[config.mk]
export PLATFORM = sky130hd
export DESIGN_NAME = ofm_packer
export DESIGN_NICKNAME = d
export VERILOG_FILES = /design/src/rtl/ofm_packer.sv
export SDC_FILE = /design/constraint.sdc
export NUM_CORES = 1
export LEC_CHECK = 0
export BUFFER_PORTS_ARGS = -buffer_cell sky130_fd_sc_hd__buf_2
export CAP_MARGIN = 0
export CORE_MARGIN = 2
export CORE_UTILIZATION = 55
export CTS_CLUSTER_DIAMETER = 80
export DETAILED_ROUTE_END_ITERATION = 10
export GPL_TIMING_DRIVEN = 0
export PLACE_DENSITY = 0.77
export SETUP_SLACK_MARGIN = 0.4
export SLEW_MARGIN = 20
export SYNTH_ARGS = -nofsm -noshare
export SYNTH_HDL_FRONTEND = slang
export SYNTH_SLANG_ARGS = --single-unit
export TNS_END_PERCENT = 30
[constraint.sdc]
create_clock -name ACLK -period 2.8 [get_ports ACLK]
set_input_delay 0.56 -clock ACLK [delete_from_list [all_inputs] [get_ports ACLK]]
set_output_delay 0.56 -clock ACLK [all_outputs]
set_load 0.01 [all_outputs]
[src/rtl/ofm_packer.sv]
// ofm_packer: round, optional leaky ReLU and 16-bit saturate each accumulator, pack 16 lanes per word.
// Latency 3 cycles from accept to write; in_ready is throttled by a credit count of downstream FIFO occupancy.
module ofm_packer #(
    parameter int ACC_WIDTH  = 32,
    parameter int DATA_WIDTH = 16,
    parameter int AXI_WIDTH  = 256,
    parameter int FIFO_SIZE  = 768,
    parameter int FRAC_SHIFT = 8
) (
    input  logic                  ACLK,
    input  logic                  ARESET,
    input  logic                  cfg_leaky,
    input  logic                  in_valid,
    output logic                  in_ready,
    input  logic [ACC_WIDTH-1:0]  in_acc,
    input  logic                  in_last,
    output logic                  write,
    output logic [AXI_WIDTH-1:0]  WDATA_IN,
    input  logic                  rd_pulse,
    output logic [15:0]           word_cnt,
    output logic                  done_pulse,
    output logic                  credit_err
);

    localparam int LANES  = AXI_WIDTH / DATA_WIDTH;
    localparam int LANE_W = $clog2(LANES);
    localparam int SW     = ACC_WIDTH + 1;

    localparam logic signed [SW-1:0] RND       = SW'((2 ** FRAC_SHIFT) / 2);
    localparam logic signed [SW-1:0] SAT_MAX   = SW'(2 ** (DATA_WIDTH - 1) - 1);
    localparam logic signed [SW-1:0] SAT_MIN   = ~SAT_MAX;
    localparam logic        [10:0]   OCC_LIMIT = 11'(FIFO_SIZE - 3);
    localparam logic [LANE_W-1:0]    LANE_LAST = LANE_W'(LANES - 1);

    typedef enum logic [1:0] {IDLE, ACTIVE, DRAIN, DONE} state_t;

    state_t                 state_q, state_d;
    logic signed [SW-1:0]   s1_q, s1_d;
    logic                   s1_vld_q, s1_vld_d, s1_last_q, s1_last_d;
    logic [DATA_WIDTH-1:0]  s2_q, s2_d;
    logic                   s2_vld_q, s2_vld_d, s2_last_q, s2_last_d;
    logic [LANE_W-1:0]      lane_q, lane_d;
    logic [AXI_WIDTH-1:0]   pack_q, pack_d;
    logic [AXI_WIDTH-1:0]   wdata_q, wdata_d;
    logic                   write_q, write_d, wlast_q, wlast_d;
    logic [10:0]            occ_q, occ_d;
    logic                   in_ready_q, in_ready_d;
    logic [15:0]            word_cnt_q, word_cnt_d;
    logic                   done_q, done_d;
    logic                   cerr_q, cerr_d;

    logic                   xfer;
    logic signed [SW-1:0]   acc_ext;
    logic signed [SW-1:0]   lk;
    logic [AXI_WIDTH-1:0]   word;

    always_comb begin
        xfer    = in_valid && in_ready_q;
        acc_ext = {in_acc[ACC_WIDTH-1], in_acc};

        // One extra bit of headroom so the rounding add cannot wrap.
        if (FRAC_SHIFT == 0) s1_d = acc_ext;
        else                 s1_d = (acc_ext + RND) >>> FRAC_SHIFT;
        s1_vld_d  = xfer;
        s1_last_d = xfer && in_last;

        lk = (cfg_leaky && (s1_q < 0)) ? (s1_q >>> 3) : s1_q;
        if (lk > SAT_MAX)      s2_d = SAT_MAX[DATA_WIDTH-1:0];
        else if (lk < SAT_MIN) s2_d = SAT_MIN[DATA_WIDTH-1:0];
        else                   s2_d = lk[DATA_WIDTH-1:0];
        s2_vld_d  = s1_vld_q;
        s2_last_d = s1_last_q;

        word = pack_q;
        for (int i = 0; i < LANES; i++) begin
            if (lane_q == LANE_W'(i)) word[i*DATA_WIDTH +: DATA_WIDTH] = s2_q;
        end
        pack_d  = pack_q;
        lane_d  = lane_q;
        write_d = 1'b0;
        wlast_d = 1'b0;
        wdata_d = wdata_q;
        if (s2_vld_q) begin
            if (lane_q == LANE_LAST || s2_last_q) begin
                write_d = 1'b1;
                wlast_d = s2_last_q;
                wdata_d = word;
                pack_d  = '0;
                lane_d  = '0;
            end else begin
                pack_d = word;
                lane_d = lane_q + 1'b1;
            end
        end

        occ_d  = occ_q;
        cerr_d = cerr_q;
        case ({write_q, rd_pulse})
            2'b10: occ_d = occ_q + 11'd1;
            2'b01: begin
                if (occ_q == 11'd0) cerr_d = 1'b1;
                else                occ_d  = occ_q - 11'd1;
            end
            default: ;
        endcase

        word_cnt_d = word_cnt_q;
        if (state_q == IDLE && xfer) word_cnt_d = 16'd0;
        if (write_q)                 word_cnt_d = word_cnt_d + 16'd1;

        state_d = state_q;
        done_d  = 1'b0;
        case (state_q)
            IDLE:   if (xfer) state_d = in_last ? DRAIN : ACTIVE;
            ACTIVE: if (xfer && in_last) state_d = DRAIN;
            DRAIN: begin
                if (write_q && wlast_q) begin
                    state_d = DONE;
                    done_d  = 1'b1;
                end
            end
            default: state_d = IDLE;
        endcase

        // Two words of headroom: values still in stages 1-2 plus a last-flush.
        in_ready_d = (state_d == IDLE || state_d == ACTIVE) && (occ_d <= OCC_LIMIT);
    end

    always_ff @(posedge ACLK) begin
        if (ARESET) begin
            state_q    <= IDLE;
            s1_q       <= '0;
            s1_vld_q   <= 1'b0;
            s1_last_q  <= 1'b0;
            s2_q       <= '0;
            s2_vld_q   <= 1'b0;
            s2_last_q  <= 1'b0;
            lane_q     <= '0;
            pack_q     <= '0;
            wdata_q    <= '0;
            write_q    <= 1'b0;
            wlast_q    <= 1'b0;
            occ_q      <= '0;
            in_ready_q <= 1'b1;
            word_cnt_q <= '0;
            done_q     <= 1'b0;
            cerr_q     <= 1'b0;
        end else begin
            state_q    <= state_d;
            s1_q       <= s1_d;
            s1_vld_q   <= s1_vld_d;
            s1_last_q  <= s1_last_d;
            s2_q       <= s2_d;
            s2_vld_q   <= s2_vld_d;
            s2_last_q  <= s2_last_d;
            lane_q     <= lane_d;
            pack_q     <= pack_d;
            wdata_q    <= wdata_d;
            write_q    <= write_d;
            wlast_q    <= wlast_d;
            occ_q      <= occ_d;
            in_ready_q <= in_ready_d;
            word_cnt_q <= word_cnt_d;
            done_q     <= done_d;
            cerr_q     <= cerr_d;
        end
    end

    assign in_ready   = in_ready_q && !ARESET;
    assign write      = write_q;
    assign WDATA_IN   = wdata_q;
    assign word_cnt   = word_cnt_q;
    assign done_pulse = done_q;
    assign credit_err = cerr_q;

endmodule

==> results of run 1 <==
## Yosys cell counts (22+ instances only)
library cell,instances,area [sq um]
and2_1,26,163
mux2i_1,258,2580
nor2_1,241,905
buf_6,22,248
nand2_1,328,1230
buf_2,43,215
a21oi_1,34,170
inv_1,27,101
dfxtp_1,595,11900
o21ai_0,272,1360
a22oi_1,170,1280
clkbuf_1,145,544
nor2_2,60,375
a22oi_2,70,876
## power groups by stage
stage               Combinational [mW]  Clock (mW)  Sequential (mW)
global route                      2.43        8.77             8.71
finish                            2.28        8.44             8.70
global placement                  2.02           0             8.87
CTS                               2.06        8.44             8.69
detailed placement                2.03           0             8.88
floorplan                         1.42           0             8.85
## worst paths after layout
| path | to | cells past startpoint |
|---|---|---|
| max | pack_q[228] | 12 |
| min | s1_q[24] | 2 |
| max reg2reg | pack_q[228] | 12 |
| min reg2reg | s2_last_q | 1 |
## metal layers
layer	routed length (microns)	GRT usage (%)	vias up
met1	30300	40.3	10156
met4	4330	16.5	2
met5	13	0	-
met2	36100	53.1	1063
met3	7660	8.81	265
li1	-	-	9646
## per-stage QoR
stage	hold slack, ns	setup TNS (ns)	instance area (sq um)
6_report	0.168	0	29400
5_1_grt	0.176	0	29400
4_1_cts	0.156	0	28500
3_5_place_dp	0.428	-18.20	26300
3_3_place_gp	0.421	-14.04	26300
2_1_floorplan	0.414	0	24000
## state kept, by name, summed over array words and instances (netlist names), 2 cells and up
register,count
state_q,2
lane_q,4
occ_q,11
s2_q,16
s1_q,25
WDATA_IN,256
pack_q,256
word_cnt,16
## cell type report
class / count / area share [%]
plain buffers: 232 / 4.79
clock buffers: 80 / 5.74
clock inverters: 26 / 1.28
inverters: 27 / 0.345
multi-input cells: 1692 / 37.8
flip-flops and latches: 595 / 40.6
well taps: 585 / 2.49
repair buffers: 364 / 7.06
## cell families (layout without fill, tap and decap cells)
logic type	after synthesis	count (layout)
xor+xnor	30	30
mux	262	262
buf+inv	259	729
simple gates	781	781
fa+ha+maj	11	11
compound gates	608	608
flops	595	595
## worst register-to-register path, delay by kind of cell (launching register included)
family	cells	cell delay, ns
buffers and inverters	6	0.88
and+or+nand+nor	4	0.98
DFF	1	0.37
AOI/OAI and AO/OA	1	0.08
adders and majority gates	1	0.16
## timing repair
action | CTS | global route
cloned | 0 | 12
buffers inserted | 0 | 46
pin swaps | 5 | 67
gates resized for setup | 52 | 141
endpoints found under the setup margin | 405 | 495
==> flow_metrics.tcl, run 1 <==
set metrics [dict create \
    synth_edf_count 0 \
    dr.first_iter.drc_count 2058 \
    grtUsageTotal_pct 32.8 \
    n_antenna_cell 0 \
    power_mw 19.4 \
    multiInputGateArea_sq_um 11100 \
    status "completed" \
    path_cells "ha_4 > buf_6 > and3_4 > buf_12 > or3b_4 > buf_12 > buf_16 > buf_8 > nor2_4 > buf_4 > a22oi_1 > nor2_1" \
    gp_congestion 0.871 \
    nNetsFinal 3018 \
    final_util_pct 68.2 \
    worstHoldStart "in_acc[30]" \
    finClkSkew_ns 0.0247 \
    cts_root_buf "clkbuf_16" \
    power.leakage_nw 12.6 \
    fp.dieArea_sq_um 45300 \
    grt_first_pass_wirelength_microns 113000 \
    slew_headroom_pct 18.7 \
    cp_num_buf_inv 6 \
    rsz0062_at_grt "true" \
    die_h_microns 213 \
    finalCriticalPeriod_ns 2.52 \
    synth-seq-cells 595 \
    h-tree-depth 2 \
    path_clk_slew_ns 0.07 \
    overflow 0 \
    core_sq_um 43100 \
    cp-start-kind "flip-flop" \
    synthArstFlopShare_pct 0 \
    synth_nets 2595 \
    syn_avg_cell_area_sq_um 9.43 \
    p_int_mw 14.4 \
    layout_commonest_cell "dfxtp_1" \
    syn_area_sq_um 24000 \
    hold_viol_final 0 \
    min_path_type "input pin to flip-flop" \
    synthToLayoutAreaGrowth_pct 22.4 \
    cp_top_family "simple AND/OR/NAND/NOR gates" \
    cpPeakStageDelay_ns 0.46 \
    worst_pin_slew_ns 1.22 \
    cts_buffers 57 \
    hold_buffers 0 \
    fill_cells 3328 \
    r2r_slack_ns 0.28 \
    cp_common_cell "buf_12" \
    synth_compound_area_share_pct 17.7 \
    seq_power_share_pct 44.8 \
    p_per_area_nw_per_um2 661 \
    synth_ff_type "dfxtp_1" \
    critPathKind "flip-flop to flip-flop" \
    place_worst_setup_slack_ns -0.215 \
    ys_types 73 \
    grt_max_degree 16 \
    layoutNonFillerInstCount 3601 \
    via_count 21132 \
    first_pass_iters 6 \
    synthSimpleGateAreaFrac_pct 14.9 \
    cts.sinks 595 \
    ios 314 \
    row_count 76 \
    ir_drop_mv 0.476 \
    dpl.cell_count 3437 \
    cap_violations 0 \
    synthCells 2546 \
    synth_top_family_by_area "compound AO/OA/AOI/OAI gates" \
    final_layout_size_suffix_gt1_share_pct 27.2 \
    chipWidth_microns 213 \
    netSwitchingPower_mw 5.03 \
    switching_share_pct 25.9 \
    grt_pass1_vias 19708 \
    setup_viol 0 \
    drc 0 \
    regArea_sq_um 11900 \
    ys_seq_area_share_pct 49.6 \
    routed_wl_microns 78400 \
    wl_per_cell_microns 21.8 \
    antenna_found_initial 1 \
    cp.required_ns 3.36 \
    clock_latency_ns 0.63 \
    min_period_over_period_pct 89.9 \
    initial_utilization_pct 55.7 \
    cp_slowest_cell "or3b_4" \
    r2r_start "lane_q[1]" \
    avgViaCountPerCell 5.87 \
    fmax_ghz 0.397 \
    cts_tree "yes" \
    end_kind "flip-flop" \
    postRouteAntennaNets 0 \
    crit_start "lane_q[1]" \
    crit_path_max_fanout 7 \
    p_clk_share_pct 43.5 \
    synthAdderAreaFrac_pct 0.573 \
    comb_power_share_pct 11.7 \
    worstPathArrival_ns 3.08 \
    dp_hpwl_microns 52700 \
    drv_slew 0 \
    port_buffers 306 \
    clockBufferDepth 3 \
    post-route-worst-setup-slack_ns 0.283 \
    synth_xor_area_share_pct 1.09 \
    ys_warn_count 0 \
    synthMuxAreaShare_pct 10.9 \
    mostFrequentLayoutCells "dfxtp_1, buf_2, nand2_1" \
]
Power figures use the tool's default switching activity.
==> inputs of run 2 (changes only) <==
Settings changed: MAX_ROUTING_LAYER from default to met4.
==> run 2 against run 1 <==
  * Sequential share of layout area up 0.43 points
  * Worst hold slack better by 0.0074 ns
  * Total power down 0.72%
  * First-iteration DRC count down 6.0%
  * Wire length down 1.5%
  * Clock-buffer cell count up 2
  * Register-to-register slack about the same
==> flow_metrics.tcl, run 2 (same netlist as run 1, synthesis figures left out) <==
set metrics [dict create \
    min_path_type "input pin to flip-flop" \
    path_cells "ha_4 > buf_6 > and3_4 > buf_12 > or3b_4 > buf_12 > buf_16 > o21ai_4 > clkbuf_16 > a22oi_2 > nor2_2" \
    power.leakage_nw 12.6 \
    grtUsageTotal_pct 33.6 \
    cp_common_cell "buf_12" \
    crit_start "lane_q[0]" \
    layout_commonest_cell "dfxtp_1" \
    setup-tns-final_ns 0 \
    drc 0 \
    grt_max_degree 15 \
    grt_first_pass_wirelength_microns 112000 \
    cp_slowest_cell "or3b_4" \
    path_clk_slew_ns 0.07 \
    gp_congestion 0.884 \
    hold_buffers 0 \
    setup_viol 0 \
    cp_top_family "buffers and inverters" \
    min_period_over_period_pct 89.9 \
    crit_cells 11 \
    reg2reg_depth 11 \
    final_util_pct 67.5 \
    switching_share_pct 25.8 \
    r2r-end "pack_q[26]" \
    worst_pin_slew_ns 1.29 \
    cts_tree "yes" \
    crit_path_max_fanout 7 \
    netSwitchingPower_mw 4.97 \
    routed_wl_microns 77200 \
    ios 314 \
    cts.sinks 595 \
    grt_pass1_vias 19862 \
    cpPeakStageDelay_ns 0.47 \
    port_buffers 306 \
    clock_latency_ns 0.62 \
    finalCriticalPeriod_ns 2.52 \
    slew_headroom_pct 14.3 \
    fp.dieArea_sq_um 45300 \
    ir_drop_mv 0.527 \
    critPathKind "flip-flop to flip-flop" \
    hold_viol_final 0 \
    first_pass_iters 6 \
    core_sq_um 43100 \
    dp_hpwl_microns 52800 \
    cp.required_ns 3.35 \
    cts_buffers 57 \
    postLayoutCellArea_sq_um 29100 \
    h-tree-depth 2 \
    fmax_ghz 0.397 \
    synthToLayoutAreaGrowth_pct 21.1 \
    critPathCapture "pack_q[26]" \
    cts_root_buf "clkbuf_16" \
    r2r_start "lane_q[0]" \
    place_worst_setup_slack_ns -0.277 \
    seq_power_share_pct 45.1 \
    comb_power_share_pct 11.8 \
    overflow 0 \
    p_per_area_nw_per_um2 663 \
    cp-start-kind "flip-flop" \
    place_area_sq_um 26300 \
    nNetsFinal 3007 \
    via_count 20980 \
    mostFrequentLayoutCells "dfxtp_1, buf_2, nand2_1" \
    cap_violations 0 \
    postRouteAntennaNets 0 \
    rsz0062_at_grt "true" \
    dr.first_iter.drc_count 1935 \
    finClkSkew_ns 0.0151 \
    post-route-worst-setup-slack_ns 0.284 \
    die_h_microns 213 \
    wl_per_cell_microns 21.5 \
    r2r_slack_ns 0.28 \
    dpl.cell_count 3437 \
    layoutNonFillerInstCount 3593 \
    clockBufferDepth 3 \
    avgViaCountPerCell 5.84 \
    end_kind "flip-flop" \
    final_layout_size_suffix_gt1_share_pct 26.1 \
    initial_utilization_pct 55.7 \
    row_count 76 \
    drv_slew 0 \
    antenna_found_initial 2 \
    p_clk_share_pct 43.1 \
    worstPathArrival_ns 3.06 \
    status "completed" \
    chipWidth_microns 213 \
    p_int_mw 14.3 \
    cp_num_buf_inv 5 \
]
## run 2: changes by cell type in the layout (fill, tap and decap cells not counted), moves of 2 or more
cell	delta
clkbuf_2	+3
buf_1	-2
a22oi_2	-25
a22oi_1	+25
diode_2	+3
buf_6	-2
buf_8	-6
buf_2	+2
clkinv_2	+3
clkinvlp_4	-5
buf_4	-3
## run 2: worst min-delay path: cells and delay by family
kind            cells  cell delay, ns
buf+inv             2            0.15
compound gates      1            0.04
## run 2: layout make-up
type	count	area, sq um
Clock inverter	24	332
Sequential cell	595	11900
Multi-Input combinational cell	1692	11000
Tap cell	585	732
Timing Repair Buffer	353	1960
Antenna cell	3	7.51
Fill cell	3385	14000
Buffer	232	1340
Clock buffer	82	1700
Inverter	27	101
## run 2: worst min path at each step
stage / cells past startpoint / to / startpoint
after global routing: 3 / s1_q[24] / in_acc[31]
after CTS: 3 / s1_q[24] / in_acc[31]
after detailed placement: 1 / s2_vld_q / s1_vld_q
after global placement: 1 / s2_last_q / s1_last_q
final: 3 / s1_q[24] / in_acc[31]
after floorplan: 1 / s2_last_q / s1_last_q
## run 2: what timing repair did
action,CTS,global route
cloned,0,8
setup buffers,7,32
gates resized for setup,51,98
setup endpoints to repair,397,509
pin swaps,14,21
## run 2: power groups by stage
stage                     sequential [mW]  combinational [mW]  clock [mW]
after floorplan                      8.85                1.42           0
after global placement               8.87                2.02           0
after detailed placement             8.88                2.04           0
after CTS                            8.69                2.07        8.31
after global routing                 8.71                2.40        8.66
final                                8.70                2.27        8.31
## run 2: per-layer routing
metal | global-route usage (%) | wire, microns | part of all wire (%)
met1 | 40.6 | 30000 | 39
met2 | 53.2 | 35800 | 46
met3 | 7.27 | 7460 | 9.7
met4 | 17.0 | 3930 | 5.1
met5 | - | 0 | 0
## run 2: through the flow
stage	power, mW	hold WS [ns]
6_report	19.3	0.175
5_1_grt	19.8	0.192
4_1_cts	19.1	0.167
3_5_place_dp	10.9	0.425
3_3_place_gp	10.9	0.421
2_1_floorplan	10.3	0.414
==> inputs of run 3 (changes only) <==
Settings changed: ABC_AREA from default to 1, PLACE_DENSITY 0.77 to 0.76.
==> run 3 against run 2 <==
  * Flip-flop and latch count did not move
  * Worst hold slack improved by 0.012 ns
  * Critical path depth fell by 6
  * Clock-buffer cell count rose by 7
  * Utilization fell by 1.6 points
  * Die area rose by 0.65%
  * Clock skew rose by 0.0025 ns
==> flow_metrics.tcl, run 3 <==
set metrics [dict create \
    core_sq_um 43300 \
    cts.sinks 595 \
    cts_buffers 59 \
    synth_most_common_cell "nand2_1" \
    final_layout_size_suffix_gt1_share_pct 14.0 \
    finalCriticalPeriod_ns 2.42 \
    synthArstFlopShare_pct 0 \
    timing.hold.ws_ns 0.187 \
    dpl.cell_count 4242 \
    drc 0 \
    cap_violations 0 \
    cp.required_ns 3.28 \
    port_buffers 306 \
    fp.dieArea_sq_um 45600 \
    hold_buffers 0 \
    mostFrequentLayoutCells "nand2_1, dfxtp_1, buf_2" \
    ir_drop_mv 0.506 \
    end_kind "flip-flop" \
    postRouteAntennaNets 0 \
    wl_per_cell_microns 17.5 \
    ys_warn_count 0 \
    cp-start-kind "input pin" \
    overflow 0 \
    ys_top_cells_by_count "nand2_1, dfxtp_1, a21oi_1, nand3_1, o21ai_0" \
    cts_root_buf "clkbuf_16" \
    ys_seq_area_share_pct 49.3 \
    min_period_over_period_pct 86.5 \
    p_per_area_nw_per_um2 619 \
    final_util_pct 65.9 \
    gp_congestion 0.940 \
    initial_utilization_pct 55.9 \
    grtUsageTotal_pct 33.3 \
    row_count 76 \
    postLayoutCellArea_sq_um 28500 \
    worst_pin_slew_ns 1.19 \
    power.leakage_nw 12.2 \
    syn_avg_cell_area_sq_um 7.21 \
    ys_types 42 \
    rsz0062_at_grt "true" \
    yosys.area.top_type "dfxtp_1" \
    synth_edf_count 0 \
    worstPathArrival_ns 2.90 \
    grt_max_degree 15 \
    dp_hpwl_microns 52400 \
    layout_commonest_cell "nand2_1" \
    hold_viol_final 0 \
    critPathKind "input pin to flip-flop" \
    fill_cells 3846 \
    chipWidth_microns 214 \
    die_h_microns 214 \
    layoutNonFillerInstCount 4356 \
    synth_ff_type "dfxtp_1" \
    slew_headroom_pct 20.4 \
    synthCells 3351 \
    netlist_top_cells_area "dfxtp_1, nand2_1, a21oi_1" \
    syn_area_sq_um 24200 \
    clockBufferDepth 3 \
    synth-seq-cells 595 \
    clock_latency_ns 0.62 \
    p_clk_share_pct 45.3 \
    synth_top_area_share_pct 49.3 \
    fmax_ghz 0.413 \
    setup_viol 0 \
    antenna_found_initial 0 \
    drv_slew 0 \
    h-tree-depth 2 \
    path_clk_slew_ns 0.06 \
    p_int_mw 13.5 \
    grt_pass1_vias 21291 \
    crit_path_max_fanout 10 \
    cts_tree "yes" \
    finClkSkew_ns 0.0176 \
    switching_share_pct 23.8 \
    synth_nets 3400 \
    min_path_type "input pin to flip-flop" \
    grt_first_pass_wirelength_microns 115000 \
    avgViaCountPerCell 5.46 \
    place_area_sq_um 26400 \
    routed_wl_microns 76100 \
    comb_power_share_pct 6.1 \
    nNetsFinal 3775 \
    r2r_slack_ns 0.48 \
    seq_power_share_pct 48.6 \
    via_count 23774 \
    netSwitchingPower_mw 4.21 \
    ios 314 \
    first_pass_iters 6 \
    n_antenna_cell 0 \
    synthToLayoutAreaGrowth_pct 18.0 \
    status "completed" \
    dr.first_iter.drc_count 2506 \
]
==> run 3: cell types whose count changed in the layout (fill, tap and decap cells not counted), sizes merged, moves of 15 or more <==
cell     delta
nand2     +746
nand3     +272
a21oi     +267
mux2i     -258
a22oi     -240
inv       +107
a2bb2oi    +64
nor2       -42
buf        -35
and2       -26
clkbuf     +20
nor2b      -15
==> run 3: logic make-up (layout without fill, tap and decap cells) <==
kind of cell | count (synthesis) | count (layout) | share of synthesized area (%)
buffers and inverters | 386 | 806 | 6.40
XOR/XNOR | 7 | 7 | 0.254
AND/OR/NAND/NOR | 1677 | 1677 | 28.1
multiplexers | 3 | 3 | 0.140
flip-flops | 595 | 595 | 49.3
adder cells (fa/ha/maj) | 11 | 11 | 0.569
AO/OA/AOI/OAI | 672 | 672 | 15.2
==> run 3: worst max-delay path, cell delays in order <==
cell      delay [ns]
buf_2           0.14
clkbuf_1        0.78
clkbuf_1        0.66
clkbuf_1        0.61
nor2_1          0.12
==> run 3: what timing repair did <==
| action | CTS | global route |
|---|---|---|
| hold endpoints to repair | 0 | 0 |
| setup buffers | 1 | 7 |
| pin swaps | 0 | 2 |
| setup endpoints to repair | 349 | 451 |
| gates resized for setup | 7 | 38 |
==> run 3: metrics by stage <==
step | power, mW | setup slack [ns] | TNS [ns]
6_report | 17.7 | 0.378 | 0
5_1_grt | 18.1 | 0.315 | 0
4_1_cts | 17.6 | 0.376 | 0
3_5_place_dp | 9.80 | -0.231 | -5.20
3_3_place_gp | 9.79 | -0.211 | -5.01
2_1_floorplan | 9.39 | 0.606 | 0
==> run 3: final cells by class <==
cell class / instances / area [sq um] / share of cell area [%]
flip-flops and latches: 595 / 11900 / 41.8
plain buffers: 249 / 1070 / 3.75
clock inverters: 17 / 170 / 0.597
repair buffers: 314 / 1590 / 5.58
inverters: 137 / 518 / 1.82
multi-input cells: 2370 / 10700 / 37.7
clock buffers: 89 / 1790 / 6.28
well taps: 585 / 732 / 2.57
==> run 3: metal layers <==
layer	GRT usage, %	share of wire (%)	vias up
met4	14.0	4.1	0
met5	-	0	-
met2	51.3	45	966
li1	-	-	11668
met1	43.5	42	10966
met3	5.61	8.9	174
==> run 3: power by group through the flow <==
stage	Combinational (mW)	Sequential (mW)	Clock (mW)
final	1.08	8.58	8.01
after global routing	1.16	8.58	8.37
after CTS	1.03	8.58	8.03
after detailed placement	1.03	8.77	0
after global placement	1.03	8.77	0
after floorplan	0.633	8.76	0
==> run 3: final timing paths <==
kind,startpoint,endpoint,cells after the start
setup reg to reg,lane_q[1],WDATA_IN[88],9
setup / recovery,ARESET,pack_q[2],5
hold reg to reg,s1_last_q,s2_last_q,2
hold / removal,in_acc[31],s1_q[23],2
